[src/rtl/time_set_ctrl_pkg.sv]
// Shared definitions for the time-set controller: FSM states, field codes and BCD limits.
package time_set_ctrl_pkg;

    typedef enum logic [2:0] {
        ST_IDLE,
        ST_EDIT_HR,
        ST_EDIT_MIN,
        ST_EDIT_SEC,
        ST_EDIT_AMPM,
        ST_COMMIT,
        ST_HOLD
    } state_e;

    typedef enum logic [1:0] {
        FLD_HR   = 2'b00,
        FLD_MIN  = 2'b01,
        FLD_SEC  = 2'b10,
        FLD_AMPM = 2'b11
    } field_e;

    localparam logic [7:0] BCD_00 = 8'h00;
    localparam logic [7:0] BCD_01 = 8'h01;
    localparam logic [7:0] BCD_12 = 8'h12;
    localparam logic [7:0] BCD_59 = 8'h59;

    function automatic logic is_edit(input state_e s);
        return (s == ST_EDIT_HR) || (s == ST_EDIT_MIN) || (s == ST_EDIT_SEC) || (s == ST_EDIT_AMPM);
    endfunction

endpackage

[src/rtl/time_set_ctrl_if.sv]
// Button/time bundle between the front panel, the clock core and the time-set controller.
interface time_set_ctrl_if;
    logic        btn_mode;
    logic        btn_inc;
    logic        btn_dec;
    logic [23:0] cur_time;
    logic        cur_am;
    logic [7:0]  hr_out;
    logic [7:0]  min_out;
    logic [7:0]  sec_out;
    logic        day_night;
    logic        set_out;
    logic        editing;
    logic [1:0]  field_sel;

    modport master (
        output btn_mode, btn_inc, btn_dec, cur_time, cur_am,
        input  hr_out, min_out, sec_out, day_night, set_out, editing, field_sel
    );

    modport slave (
        input  btn_mode, btn_inc, btn_dec, cur_time, cur_am,
        output hr_out, min_out, sec_out, day_night, set_out, editing, field_sel
    );
endinterface

[src/rtl/time_set_ctrl_bcd_field_step.sv]
// One BCD up/down step inside [min,max] with wrap; out-of-range inputs snap to the opposite limit.
module time_set_ctrl_bcd_field_step (
    input  logic [7:0] val_i,
    input  logic [7:0] min_i,
    input  logic [7:0] max_i,
    input  logic       up_i,
    output logic [7:0] nxt_o
);
    always_comb begin
        nxt_o = val_i;
        if (up_i) begin
            if (val_i >= max_i)           nxt_o = min_i;
            else if (val_i[3:0] >= 4'd9)  nxt_o = {val_i[7:4] + 4'd1, 4'd0};
            else                          nxt_o = {val_i[7:4], val_i[3:0] + 4'd1};
        end else begin
            if (val_i <= min_i)           nxt_o = max_i;
            else if (val_i[3:0] == 4'd0)  nxt_o = {val_i[7:4] - 4'd1, 4'd9};
            else if (val_i[3:0] > 4'd9)   nxt_o = {val_i[7:4], 4'd9};
            else                          nxt_o = {val_i[7:4], val_i[3:0] - 4'd1};
        end
    end
endmodule

[src/rtl/time_set_ctrl.sv]
// Button-driven time-set controller: capture running time, edit HR/MIN/SEC/AMPM, then strobe set_out.
module time_set_ctrl
    import time_set_ctrl_pkg::*;
#(
    parameter int TIMEOUT_CYC = 1_000_000,
    parameter int REPEAT_DLY  = 50_000,
    parameter int REPEAT_PER  = 10_000,
    parameter int SET_HOLD    = 4
) (
    input  logic           clk,
    input  logic           reset_n,
    time_set_ctrl_if.slave bus
);
    localparam int TO_W   = (TIMEOUT_CYC > 1) ? $clog2(TIMEOUT_CYC) : 1;
    localparam int RPT_MX = (REPEAT_DLY > REPEAT_PER) ? REPEAT_DLY : REPEAT_PER;
    localparam int RPT_W  = $clog2(RPT_MX + 1);
    localparam int HLD_W  = (SET_HOLD > 1) ? $clog2(SET_HOLD) : 1;

    localparam logic [TO_W-1:0]  TO_LAST   = TO_W'(TIMEOUT_CYC - 1);
    localparam logic [RPT_W-1:0] RPT_DLY_C = RPT_W'(REPEAT_DLY);
    localparam logic [RPT_W-1:0] RPT_PER_C = RPT_W'(REPEAT_PER);
    localparam logic [HLD_W-1:0] HLD_LAST  = HLD_W'(SET_HOLD - 1);

    state_e           state_q, state_d;
    field_e           fsel_q, fsel_d;
    logic [TO_W-1:0]  to_q, to_d;
    logic [RPT_W-1:0] rpt_q, rpt_d, rpt_inc;
    logic [HLD_W-1:0] hld_q, hld_d;
    logic             rep_q, rep_d;
    logic             mode_q, inc_q, dec_q;
    logic [7:0]       hr_q, hr_d, min_q, min_d, sec_q, sec_d;
    logic             am_q, am_d, set_q, set_d, edit_q, edit_d;

    logic       mode_p, inc_p, dec_p, any_p, in_edit, tmo;
    logic       hold_ok, rpt_fire, up_ev, dn_ev, step;
    logic [7:0] fld_val, fld_min, fld_max, fld_nxt;

    always_comb begin
        mode_p  = bus.btn_mode & ~mode_q;
        inc_p   = bus.btn_inc & ~inc_q;
        dec_p   = bus.btn_dec & ~dec_q;
        any_p   = mode_p | inc_p | dec_p;
        in_edit = is_edit(state_q);
        tmo     = in_edit & ~any_p & (to_q == TO_LAST);
        // Auto-repeat only runs while exactly one of inc/dec is held past its press.
        hold_ok  = in_edit & ~any_p & (bus.btn_inc ^ bus.btn_dec);
        rpt_inc  = rpt_q + RPT_W'(1);
        rpt_fire = hold_ok & (rpt_inc == (rep_q ? RPT_PER_C : RPT_DLY_C));
        rpt_d    = (hold_ok && !rpt_fire) ? rpt_inc : '0;
        rep_d    = hold_ok & (rep_q | rpt_fire);
        up_ev    = inc_p | (rpt_fire & bus.btn_inc);
        dn_ev    = dec_p | (rpt_fire & bus.btn_dec);
        step     = in_edit & ~mode_p & (up_ev ^ dn_ev);
    end

    always_comb begin
        fld_val = hr_q;
        fld_min = BCD_01;
        fld_max = BCD_12;
        case (fsel_q)
            FLD_MIN: begin fld_val = min_q; fld_min = BCD_00; fld_max = BCD_59; end
            FLD_SEC: begin fld_val = sec_q; fld_min = BCD_00; fld_max = BCD_59; end
            default: ;
        endcase
    end

    time_set_ctrl_bcd_field_step u_step (
        .val_i (fld_val),
        .min_i (fld_min),
        .max_i (fld_max),
        .up_i  (up_ev),
        .nxt_o (fld_nxt)
    );

    always_comb begin
        state_d = state_q;
        hr_d    = hr_q;
        min_d   = min_q;
        sec_d   = sec_q;
        am_d    = am_q;
        case (state_q)
            ST_IDLE: if (mode_p) begin
                state_d = ST_EDIT_HR;
                hr_d    = bus.cur_time[23:16];
                min_d   = bus.cur_time[15:8];
                sec_d   = bus.cur_time[7:0];
                am_d    = bus.cur_am;
            end
            ST_EDIT_HR:   if (mode_p) state_d = ST_EDIT_MIN;  else if (tmo) state_d = ST_IDLE;
            ST_EDIT_MIN:  if (mode_p) state_d = ST_EDIT_SEC;  else if (tmo) state_d = ST_IDLE;
            ST_EDIT_SEC:  if (mode_p) state_d = ST_EDIT_AMPM; else if (tmo) state_d = ST_IDLE;
            ST_EDIT_AMPM: if (mode_p) state_d = ST_COMMIT;    else if (tmo) state_d = ST_IDLE;
            ST_COMMIT:    state_d = ST_HOLD;
            ST_HOLD:      if (hld_q == HLD_LAST) state_d = ST_IDLE;
            default:      state_d = ST_IDLE;
        endcase

        if (step) begin
            case (fsel_q)
                FLD_HR:   hr_d  = fld_nxt;
                FLD_MIN:  min_d = fld_nxt;
                FLD_SEC:  sec_d = fld_nxt;
                FLD_AMPM: am_d  = ~am_q;
                default:  ;
            endcase
        end

        to_d   = (state_d != state_q || any_p || !in_edit) ? '0 : to_q + TO_W'(1);
        hld_d  = (state_q == ST_HOLD && state_d == ST_HOLD) ? hld_q + HLD_W'(1) : '0;
        set_d  = (state_d == ST_HOLD);
        edit_d = is_edit(state_d);
        case (state_d)
            ST_EDIT_MIN:  fsel_d = FLD_MIN;
            ST_EDIT_SEC:  fsel_d = FLD_SEC;
            ST_EDIT_AMPM: fsel_d = FLD_AMPM;
            default:      fsel_d = FLD_HR;
        endcase
    end

    always_ff @(posedge clk or negedge reset_n) begin
        if (!reset_n) begin
            state_q <= ST_IDLE;
            fsel_q  <= FLD_HR;
            to_q    <= '0;
            rpt_q   <= '0;
            rep_q   <= 1'b0;
            hld_q   <= '0;
            mode_q  <= 1'b0;
            inc_q   <= 1'b0;
            dec_q   <= 1'b0;
            hr_q    <= BCD_12;
            min_q   <= BCD_00;
            sec_q   <= BCD_00;
            am_q    <= 1'b1;
            set_q   <= 1'b0;
            edit_q  <= 1'b0;
        end else begin
            state_q <= state_d;
            fsel_q  <= fsel_d;
            to_q    <= to_d;
            rpt_q   <= rpt_d;
            rep_q   <= rep_d;
            hld_q   <= hld_d;
            mode_q  <= bus.btn_mode;
            inc_q   <= bus.btn_inc;
            dec_q   <= bus.btn_dec;
            hr_q    <= hr_d;
            min_q   <= min_d;
            sec_q   <= sec_d;
            am_q    <= am_d;
            set_q   <= set_d;
            edit_q  <= edit_d;
        end
    end

    assign bus.hr_out    = hr_q;
    assign bus.min_out   = min_q;
    assign bus.sec_out   = sec_q;
    assign bus.day_night = am_q;
    assign bus.set_out   = set_q;
    assign bus.editing   = edit_q;
    assign bus.field_sel = fsel_q;

    ap_set_only_in_hold: assert property (@(posedge clk) disable iff (!reset_n)
        set_q |-> (state_q == ST_HOLD));

endmodule

[src/flat_wrapper.sv]
// flat-port wrapper written by rule: the top's interface ports become plain ports
module time_set_ctrl_flat import time_set_ctrl_pkg::*;
#(
    parameter int TIMEOUT_CYC = 1_000_000,
    parameter int REPEAT_DLY  = 50_000,
    parameter int REPEAT_PER  = 10_000,
    parameter int SET_HOLD    = 4
)
  (clk, reset_n, bus_btn_mode, bus_btn_inc, bus_btn_dec, bus_cur_time, bus_cur_am, bus_hr_out, bus_min_out, bus_sec_out, bus_day_night, bus_set_out, bus_editing, bus_field_sel);
  time_set_ctrl_if bus_i ();
  input  logic clk;
  input  logic reset_n;
  input wire logic [$bits(bus_i.btn_mode)-1:0] bus_btn_mode;
  input wire logic [$bits(bus_i.btn_inc)-1:0] bus_btn_inc;
  input wire logic [$bits(bus_i.btn_dec)-1:0] bus_btn_dec;
  input wire logic [$bits(bus_i.cur_time)-1:0] bus_cur_time;
  input wire logic [$bits(bus_i.cur_am)-1:0] bus_cur_am;
  output wire logic [$bits(bus_i.hr_out)-1:0] bus_hr_out;
  output wire logic [$bits(bus_i.min_out)-1:0] bus_min_out;
  output wire logic [$bits(bus_i.sec_out)-1:0] bus_sec_out;
  output wire logic [$bits(bus_i.day_night)-1:0] bus_day_night;
  output wire logic [$bits(bus_i.set_out)-1:0] bus_set_out;
  output wire logic [$bits(bus_i.editing)-1:0] bus_editing;
  output wire logic [$bits(bus_i.field_sel)-1:0] bus_field_sel;
  assign bus_i.btn_mode = bus_btn_mode;
  assign bus_i.btn_inc = bus_btn_inc;
  assign bus_i.btn_dec = bus_btn_dec;
  assign bus_i.cur_time = bus_cur_time;
  assign bus_i.cur_am = bus_cur_am;
  assign bus_hr_out = bus_i.hr_out;
  assign bus_min_out = bus_i.min_out;
  assign bus_sec_out = bus_i.sec_out;
  assign bus_day_night = bus_i.day_night;
  assign bus_set_out = bus_i.set_out;
  assign bus_editing = bus_i.editing;
  assign bus_field_sel = bus_i.field_sel;
  time_set_ctrl #(.TIMEOUT_CYC(TIMEOUT_CYC), .REPEAT_DLY(REPEAT_DLY), .REPEAT_PER(REPEAT_PER), .SET_HOLD(SET_HOLD)) u_core (.clk(clk), .reset_n(reset_n), .bus(bus_i));
endmodule
[config.mk]
export PLATFORM = sky130hd
export DESIGN_NAME = time_set_ctrl_flat
export DESIGN_NICKNAME = d
export VERILOG_FILES = /design/src/rtl/time_set_ctrl_pkg.sv /design/src/rtl/time_set_ctrl_if.sv /design/src/rtl/time_set_ctrl_bcd_field_step.sv /design/src/rtl/time_set_ctrl.sv /design/src/flat_wrapper.sv
export SDC_FILE = /design/constraint.sdc
export NUM_CORES = 1
export LEC_CHECK = 0
export ABC_CLOCK_PERIOD_IN_PS = 3500
export BUFFER_PORTS_ARGS = -buffer_cell sky130_fd_sc_hd__buf_2
export CORE_UTILIZATION = 54
export CTS_BUF_LIST = sky130_fd_sc_hd__clkbuf_16
export DETAILED_ROUTE_END_ITERATION = 16
export MAX_ROUTING_LAYER = met4
export PLACE_DENSITY = 0.78
export SETUP_SLACK_MARGIN = 0.3
export SYNTH_ARGS = -nofsm -noshare
export SYNTH_HDL_FRONTEND = slang
export SYNTH_HIERARCHICAL = 1
export SYNTH_SLANG_ARGS = --single-unit
export TNS_END_PERCENT = 100
[constraint.sdc]
create_clock -name clk -period 3.5 [get_ports clk]
set_clock_uncertainty 0.1 [all_clocks]
set_input_delay 0 -clock clk [delete_from_list [all_inputs] [get_ports clk]]
set_output_delay 0 -clock clk [all_outputs]
set_load 0.02 [all_outputs]
# ---- Word level (Yosys, flattened, before mapping)
# Cells that the tools add are included.
dict set report word_totals {
  regBits 74
  in_bits 30
  output_inout_bits 29
  elab_cells 123
}
dict set report classes {
  add_sub_neg 7
  order_cmp 4
  n_eq_ne 18
  mux 38
  bitwise_logic 25
  reduce_logical 16
}
# op count
set ops {}
lappend ops {{two-way mux 8 bit} 17}
lappend ops {{two-way mux 16 bit} 2}
lappend ops {{two-way mux 3 bit} 7}
lappend ops {{one-hot mux 3 bit (7 select lines)} 1}
lappend ops {{adder 20 x 1 -> 20 bit, second input constant} 1}
lappend ops {{== test 20 bit, second input constant} 1}
lappend ops {{two-way mux 20 bit} 1}
lappend ops {{adder 16 x 1 -> 16 bit, second input constant} 1}
lappend ops {{== test 16 bit} 1}
lappend ops {{one-hot mux 8 bit (2 select lines)} 1}
lappend ops {{== test 3 bit, second input constant} 5}
lappend ops {{AND 1 bit} 12}
lappend ops {{== test 3 x 2 -> 1 bit, second input constant} 4}
lappend ops {{adder 4 x 1 -> 4 bit, second input constant} 2}
lappend ops {{>= comparator 8 x 7 -> 1 bit} 1}
lappend ops {{less-or-equal comparator 8 x 1 -> 1 bit} 1}
lappend ops {{logical OR 1 bit} 8}
lappend ops {{subtractor 4 x 1 -> 4 bit, second input constant} 2}
lappend ops {{two-way mux 7 bit} 1}
lappend ops {{== test 2 bit, second input constant} 3}
lappend ops {{== test 3 x 1 -> 1 bit, second input constant} 2}
lappend ops {{inverter 1 bit} 6}
lappend ops {{one-hot mux 2 bit (3 select lines)} 1}
lappend ops {{two-way mux 1 bit} 5}
lappend ops {{15 further kinds} 22}

# ---- Longest topological paths before layout
dict set report logic_depth {
  depth_word 14
  ltp_mapped 15
  ltp_nobuf 12
}

# ---- Modules after synthesis
# Netlist, hierarchy kept.
# module n_inst cells_per_inst area_per_inst_um2 seq_area_each_um2
set by_module_without_submodules {}
lappend by_module_without_submodules {time_set_ctrl 1 396 4046.4 1855.5}
lappend by_module_without_submodules {time_set_ctrl_bcd_field_step 1 146 1107.3 0.0}

# ---- Worst setup path after synthesis
# Ideal clock, no wire load.
dict set report synth_timing {
  path_kind {register to register}
  start {register u_core.fsel_q[0] (netlist: u_core/bus.field_sel[0])}
  end {register u_core.hr_q[3] (netlist: u_core/bus.hr_out[3])}
  setup_time_ps 125
  arrival_ps 3475
  required_time_ps 3275
  slack_ps -200
  path_stages_with_launch 15
  n_path_buf 3
  period_less_slack_ps 3700
  cell_sequence {dfrtp_1 > inv_1 > ha_1 > clkbuf_1 > clkbuf_1 > nor2_1 > a21oi_1 > ha_1 > and4_1 > nand4_1 > o31ai_2 > or2_1 > buf_6 > o311a_1 > mux2_2}
}
dict set report synth_via {
  elab_cells_between_ends 22
  classes_between {2 x add/sub; 4 x order compare; 2 x eq/ne; 11 x mux; 3 x reduce/logical}
}
# element line
set synth_lines {}
lappend synth_lines {{start: declaration} time_set_ctrl.sv:25} ;# field_e fsel_q, fsel_d;
lappend synth_lines {{start signal: assignment} time_set_ctrl.sv:139} ;# fsel_q <= fsel_d;
lappend synth_lines {{== test 2 x 1 -> 1 bit or == test 2 bit (tied branches)} time_set_ctrl.sv:60} ;# case (fsel_q)
lappend synth_lines {{OR reduction 2 bit (no line) *} --}
lappend synth_lines {{two-way mux 7 bit *} time_set_ctrl.sv:60}
lappend synth_lines {{named net u_core.fld_max[0]} time_set_ctrl.sv:36} ;# logic [7:0] fld_val, fld_min, fld_max, fld_nxt;
lappend synth_lines {{>= comparator 8 x 7 -> 1 bit *} time_set_ctrl_bcd_field_step.sv:12} ;# if (val_i >= max_i) nxt_o = min_i;
lappend synth_lines {{two-way mux 8 bit *} time_set_ctrl_bcd_field_step.sv:12}
lappend synth_lines {{two-way mux 8 bit *} time_set_ctrl_bcd_field_step.sv:11} ;# if (up_i) begin
lappend synth_lines {{named net u_core.fld_nxt[3]} time_set_ctrl.sv:36}
lappend synth_lines {{two-way mux 8 bit *} time_set_ctrl.sv:99} ;# case (fsel_q)
lappend synth_lines {{two-way mux 8 bit *} time_set_ctrl.sv:98} ;# if (step) begin
lappend synth_lines {{named net u_core.hr_d[3]} time_set_ctrl.sv:31} ;# logic [7:0] hr_q, hr_d, min_q, min_d, sec_q, sec_d;
lappend synth_lines {{end signal: assignment} time_set_ctrl.sv:147} ;# hr_q <= hr_d;
lappend synth_lines {{end: declaration} time_set_ctrl.sv:31}
# The timed path passes the listed nets; every way through them passes the cells marked *.

# ---- Worst setup path in the final report
dict set report layout_timing {
  start {register u_core.rpt_q[0]}
  end {register u_core.min_q[2] (netlist: u_core/bus.min_out[2])}
}
dict set report layout_via {
  elab_chain_len 8
  elab_cells_between_ends 12
  classes_between {1 x add/sub; 1 x eq/ne; 3 x mux; 7 x bitwise}
}
# element line
set layout_lines {}
lappend layout_lines {{start: declaration} time_set_ctrl.sv:27} ;# logic [RPT_W-1:0] rpt_q, rpt_d, rpt_inc;
lappend layout_lines {{start signal: assignment} time_set_ctrl.sv:141} ;# rpt_q <= rpt_d;
lappend layout_lines {{adder 16 x 1 -> 16 bit} time_set_ctrl.sv:47} ;# rpt_inc = rpt_q + RPT_W'(1);
lappend layout_lines {{== test 16 bit} time_set_ctrl.sv:48} ;# rpt_fire = hold_ok & (rpt_inc == (rep_q ? RPT_PER_C : RPT_DLY_C));
lappend layout_lines {{AND 1 bit} time_set_ctrl.sv:48}
lappend layout_lines {{AND 1 bit} time_set_ctrl.sv:51} ;# up_ev = inc_p | (rpt_fire & bus.btn_inc);
lappend layout_lines {{OR 1 bit} time_set_ctrl.sv:51}
lappend layout_lines {{named net u_core.up_ev} time_set_ctrl.sv:35} ;# logic hold_ok, rpt_fire, up_ev, dn_ev, step;
lappend layout_lines {{two-way mux 8 bit} time_set_ctrl_bcd_field_step.sv:11}
lappend layout_lines {{named net u_core.fld_nxt[2]} time_set_ctrl.sv:36}
lappend layout_lines {{two-way mux 8 bit} time_set_ctrl.sv:99}
lappend layout_lines {{two-way mux 8 bit} time_set_ctrl.sv:98}
lappend layout_lines {{named net u_core.min_d[2]} time_set_ctrl.sv:31}
lappend layout_lines {{end signal: assignment} time_set_ctrl.sv:148} ;# min_q <= min_d;
lappend layout_lines {{end: declaration} time_set_ctrl.sv:31}
# The timed path passes the listed nets, and every way through them passes these cells.

==> results.sh <==
export IMPL_fin_setup_tns_ns=0
export IMPL_vias_per_cell=6.138
export IMPL_layout_cells_non_filler=824
export IMPL_cpLargestDelayFamily="simple AND/OR/NAND/NOR gates"
export IMPL_postSynth_asyncResetShare_pct=100.0
export IMPL_drt_iter0_drc=422
export IMPL_drt_wl_total_um=17340
export IMPL_crit_buf_inv=2
export IMPL_cp_cell_sequence="ha_2 > nand2_1 > nor3_2 > xnor2_1 > nand4b_1 > a2111oi_4 > o21a_1 > buf_12 > inv_4 > o21ai_0 > or3_1 > o311ai_4 > mux2_4"
export IMPL_synth_seq_cells=74
export IMPL_fp_dieArea_sq_um=9938
export IMPL_multi_input_area_sq_um=3577
export IMPL_cts_buffers=9
export IMPL_grt_overflow=0
export IMPL_routedWlPerCell_um=21.04
export IMPL_post_place_cells=746
export IMPL_worstSkewPairLatency_ns=0.34
export IMPL_r2r_end="u_core/bus.min_out[2]"
export IMPL_core_area_sq_um=9240
export IMPL_finalCriticalPeriod_ns=3.377
export IMPL_ios=59
export IMPL_antenna_cells=0
export IMPL_fill_cells=518
export IMPL_path_clk_slew_ns=0.07
export IMPL_maxSlewViolCount=0
export IMPL_max_slew_margin_pct=51.83
export IMPL_fp_row_count=35
export IMPL_syn_inst=542
export IMPL_synth_edf_count=0
export IMPL_htree_levels=3
export IMPL_timing_worst_slew_pin_value_ns=0.7224
export IMPL_antenna_found_initial=0
export IMPL_drt_first_pass_iters=5
export IMPL_synth_ff_type="dfrtp_1"
export IMPL_path_class="flip-flop to flip-flop"
export IMPL_drv_cap=0
export IMPL_slowest_delay_ns=0.44
export IMPL_endpoint_kind="flip-flop"
export IMPL_r2r_slack_ns=0.12
export IMPL_max_vdd_ir_drop_uv=831.2
export IMPL_drc=0
export IMPL_hold_viol=0
export IMPL_reg2regPathDepth=13
export IMPL_syn_avg_cell_area_sq_um=9.509
export IMPL_track_usage_pct=32.35
export IMPL_ctsLongestPathBuffers=2
export IMPL_fp_dieH_um=99.69
export IMPL_finalCritPeriodShare_pct=96.48
export IMPL_worstPathArrival_ns=3.50
export IMPL_grt_start_max_net_pins=46
export IMPL_gp_routability_congestion=0.9831
export IMPL_area_growth_pct=37.61
export IMPL_portBuffers=58
export IMPL_numClockSinks=74
export IMPL_hpwl_um=9548
export IMPL_nNetsFinal=749
export IMPL_cp_required_ns=3.62
export IMPL_reg2reg_from="u_core/rpt_q[0]"
export IMPL_critPathLaunchType="flip-flop"
export IMPL_cts_root_buf="clkbuf_16"
export IMPL_die_width_um=99.69
export IMPL_fmax_ghz=0.2961
export IMPL_start_util_pct=55.78
export IMPL_dp_slack_ns=0.1090
export IMPL_seqCellArea_sq_um=1866
export IMPL_rsz0062_at_grt="true"
export IMPL_setup_slack_ns=0.1232
export IMPL_path_max_fanout=12
export IMPL_status="completed"
export IMPL_antenna_left=0
export IMPL_crit_slowest_cell="a2111oi_4"
export IMPL_yosysSeqAreaShare_pct=36.00
export IMPL_vias=5058
export IMPL_hold_path_class="input pin to async pin"
export IMPL_drive_gt1_share_pct=38.27
export IMPL_synthesis_area_sq_um=5154
export IMPL_setup_viol=0
export IMPL_yosysWarnings=6
export IMPL_cellPowerDensity_nw_per_um2=1198
export IMPL_cts_tree="yes"
export IMPL_synth_cell_types=63
export IMPL_grt_pass1_vias=4876
export IMPL_p_leak_nw=3.083
export IMPL_grt_pass1_wl_um=24020
[layout make-up]
class / instances / share of cell area (%)
sequential: 74 / 26.31
multi-input combinational: 431 / 50.44
inverter: 33 / 1.853
clock buffer: 9 / 3.176
timing repair buffer: 141 / 14.52
tap: 129 / 2.276
clock inverter: 7 / 1.429
[synth_stat cells, drive strengths merged (2+ instances only)]
library cell | instances | area share [%]
a2111oi | 2 | 1.1
a211oi | 2 | 0.39
a21oi | 20 | 1.9
a22oi | 8 | 1.2
a31oi | 3 | 0.36
and2 | 2 | 0.24
and3 | 7 | 0.85
and4 | 5 | 0.85
buf | 7 | 0.90
clkbuf | 15 | 1.1
conb | 2 | 0.15
dfrtp | 71 | 34
dfstp | 3 | 1.5
ha | 29 | 7.0
inv | 33 | 2.4
mux2 | 54 | 12
mux2i | 3 | 0.58
nand2 | 37 | 2.7
nand2b | 7 | 1.0
nand3 | 22 | 2.1
nand4 | 13 | 1.6
nor2 | 61 | 4.4
nor2b | 5 | 0.61
nor3 | 7 | 0.68
nor3b | 6 | 1.1
nor4 | 3 | 0.49
nor4bb | 3 | 0.58
o211ai | 8 | 1.2
o21a | 5 | 0.73
o21ai | 23 | 2.5
o21ba | 2 | 0.39
o21bai | 2 | 0.29
o311a | 2 | 0.39
o311ai | 7 | 1.2
o31ai | 3 | 0.80
or2 | 3 | 0.36
or3 | 5 | 0.61
xnor2 | 15 | 2.5
xor2 | 26 | 4.4
[stage by stage]
| stage | util (%) | power, mW | hold slack (ns) | instance area [sq um] |
|---|---|---|---|---|
| 6_report | 76.75 | 8.498 | 0.1407 | 7092 |
| 3_5_place_dp | 62.95 | 5.551 | -0.01068 | 5817 |
| 3_3_place_gp | 62.95 | 5.403 | -0.03045 | 5817 |
| 5_1_grt | 76.75 | 8.775 | 0.2247 | 7092 |
| 4_1_cts | 73.11 | 7.152 | 0.1739 | 6755 |
| 2_1_floorplan | - | 4.467 | -0.3956 | 5336 |
[cell families after synthesis]
kind of cell             after synthesis  synth area share [%]
AND/OR/NAND/NOR                      191                 19.03
other                                  2                0.1457
XOR/XNOR                              42                 7.405
AO/OA/AOI/OAI                         92                 13.23
buffers and inverters                 55                 4.394
flip-flops                            74                 36.00
multiplexers                          57                 12.75
adder cells (fa/ha/maj)               29                 7.041
[metal layers]
| metal | vias up | global-route usage, % | wire length, um |
|---|---|---|---|
| met5 | - | - | 0 |
| met4 | 0 | 17.08 | 1156 |
| met3 | 102 | 5.271 | 1227 |
| met2 | 305 | 54.38 | 8341 |
| met1 | 2443 | 37.11 | 6615 |
| li1 | 2208 | - | - |
[where the power goes]
| group | total [mW] | leakage, nW | internal (mW) | switching [mW] |
|---|---|---|---|---|
| Sequential | 1.34 | 0.949 | 1.07 | 0.266 |
| Combinational | 6.13 | 1.98 | 2.78 | 3.35 |
| Clock | 1.04 | 0.153 | 0.631 | 0.405 |
[worst max path at each step]
stage | startpoint | to | slack [ns] | cells after the start
3_3_place_gp | u_core/bus.field_sel[0] | u_core/bus.hr_out[5] | 0.18 | 14
2_1_floorplan | u_core/bus.field_sel[0] | u_core/bus.hr_out[3] | 0.31 | 14
5_1_grt | u_core/rpt_q[0] | u_core/bus.min_out[2] | 0.02 | 13
3_5_place_dp | u_core/bus.field_sel[0] | u_core/bus.hr_out[5] | 0.11 | 14
4_1_cts | u_core/rpt_q[0] | u_core/bus.min_out[2] | 0.30 | 13
6_report | u_core/rpt_q[0] | u_core/bus.min_out[2] | 0.12 | 13
[sequential cells by signal, summed over array words and instances (netlist names)]
signal                flops
u_core/to_q              20
u_core/rpt_q             16
u_core/bus.editing        1
u_core/hld_q              2
u_core/bus.sec_out        8
u_core/bus.hr_out         8
u_core/mode_q             1
u_core/state_q            3
u_core/bus.min_out        8
u_core/bus.set_out        1
u_core/dec_q              1
u_core/bus.field_sel      2
u_core/inc_q              1
u_core/bus.day_night      1
u_core/rep_q              1
[cell usage in the layout, fill, tap and decap left out, drive strengths merged, types with 3 or more instances in the layout]
cell         synthesis  final
o31ai                3      3
a31oi                3      3
xnor2               15     15
conb                 2     20
and4                 5      5
or2                  3      3
nor2                61     61
xor2                26     26
o311ai               7      7
buf                  7    112
nor4                 3      3
o21a                 5      5
inv                 33     35
o211ai               8      8
nand4               13     13
dfrtp               71     71
dlygate4sd3          0     29
mux2i                3      3
nand2b               7      7
ha                  29     29
clkbuf              15      9
o21ai               23     23
and3                 7      7
nor3                 7      7
a21oi               20     20
or3                  5      5
nor4bb               3      3
nand3               22     22
mux2                54     54
dfstp                3      3
nor2b                5      5
a22oi                8      8
nand2               37     37
nor3b                6      6
[timing repair]
action | CTS | global route
hold buffers | 29 | 0
endpoints found under the setup margin | 24 | 24
pin swaps | 11 | 19
gates resized for setup | 36 | 48
buffers inserted | 19 | 14
gates cloned | 0 | 0
hold endpoints to repair | 55 | 0
Note: power is estimated with default switching activity, not from simulation.
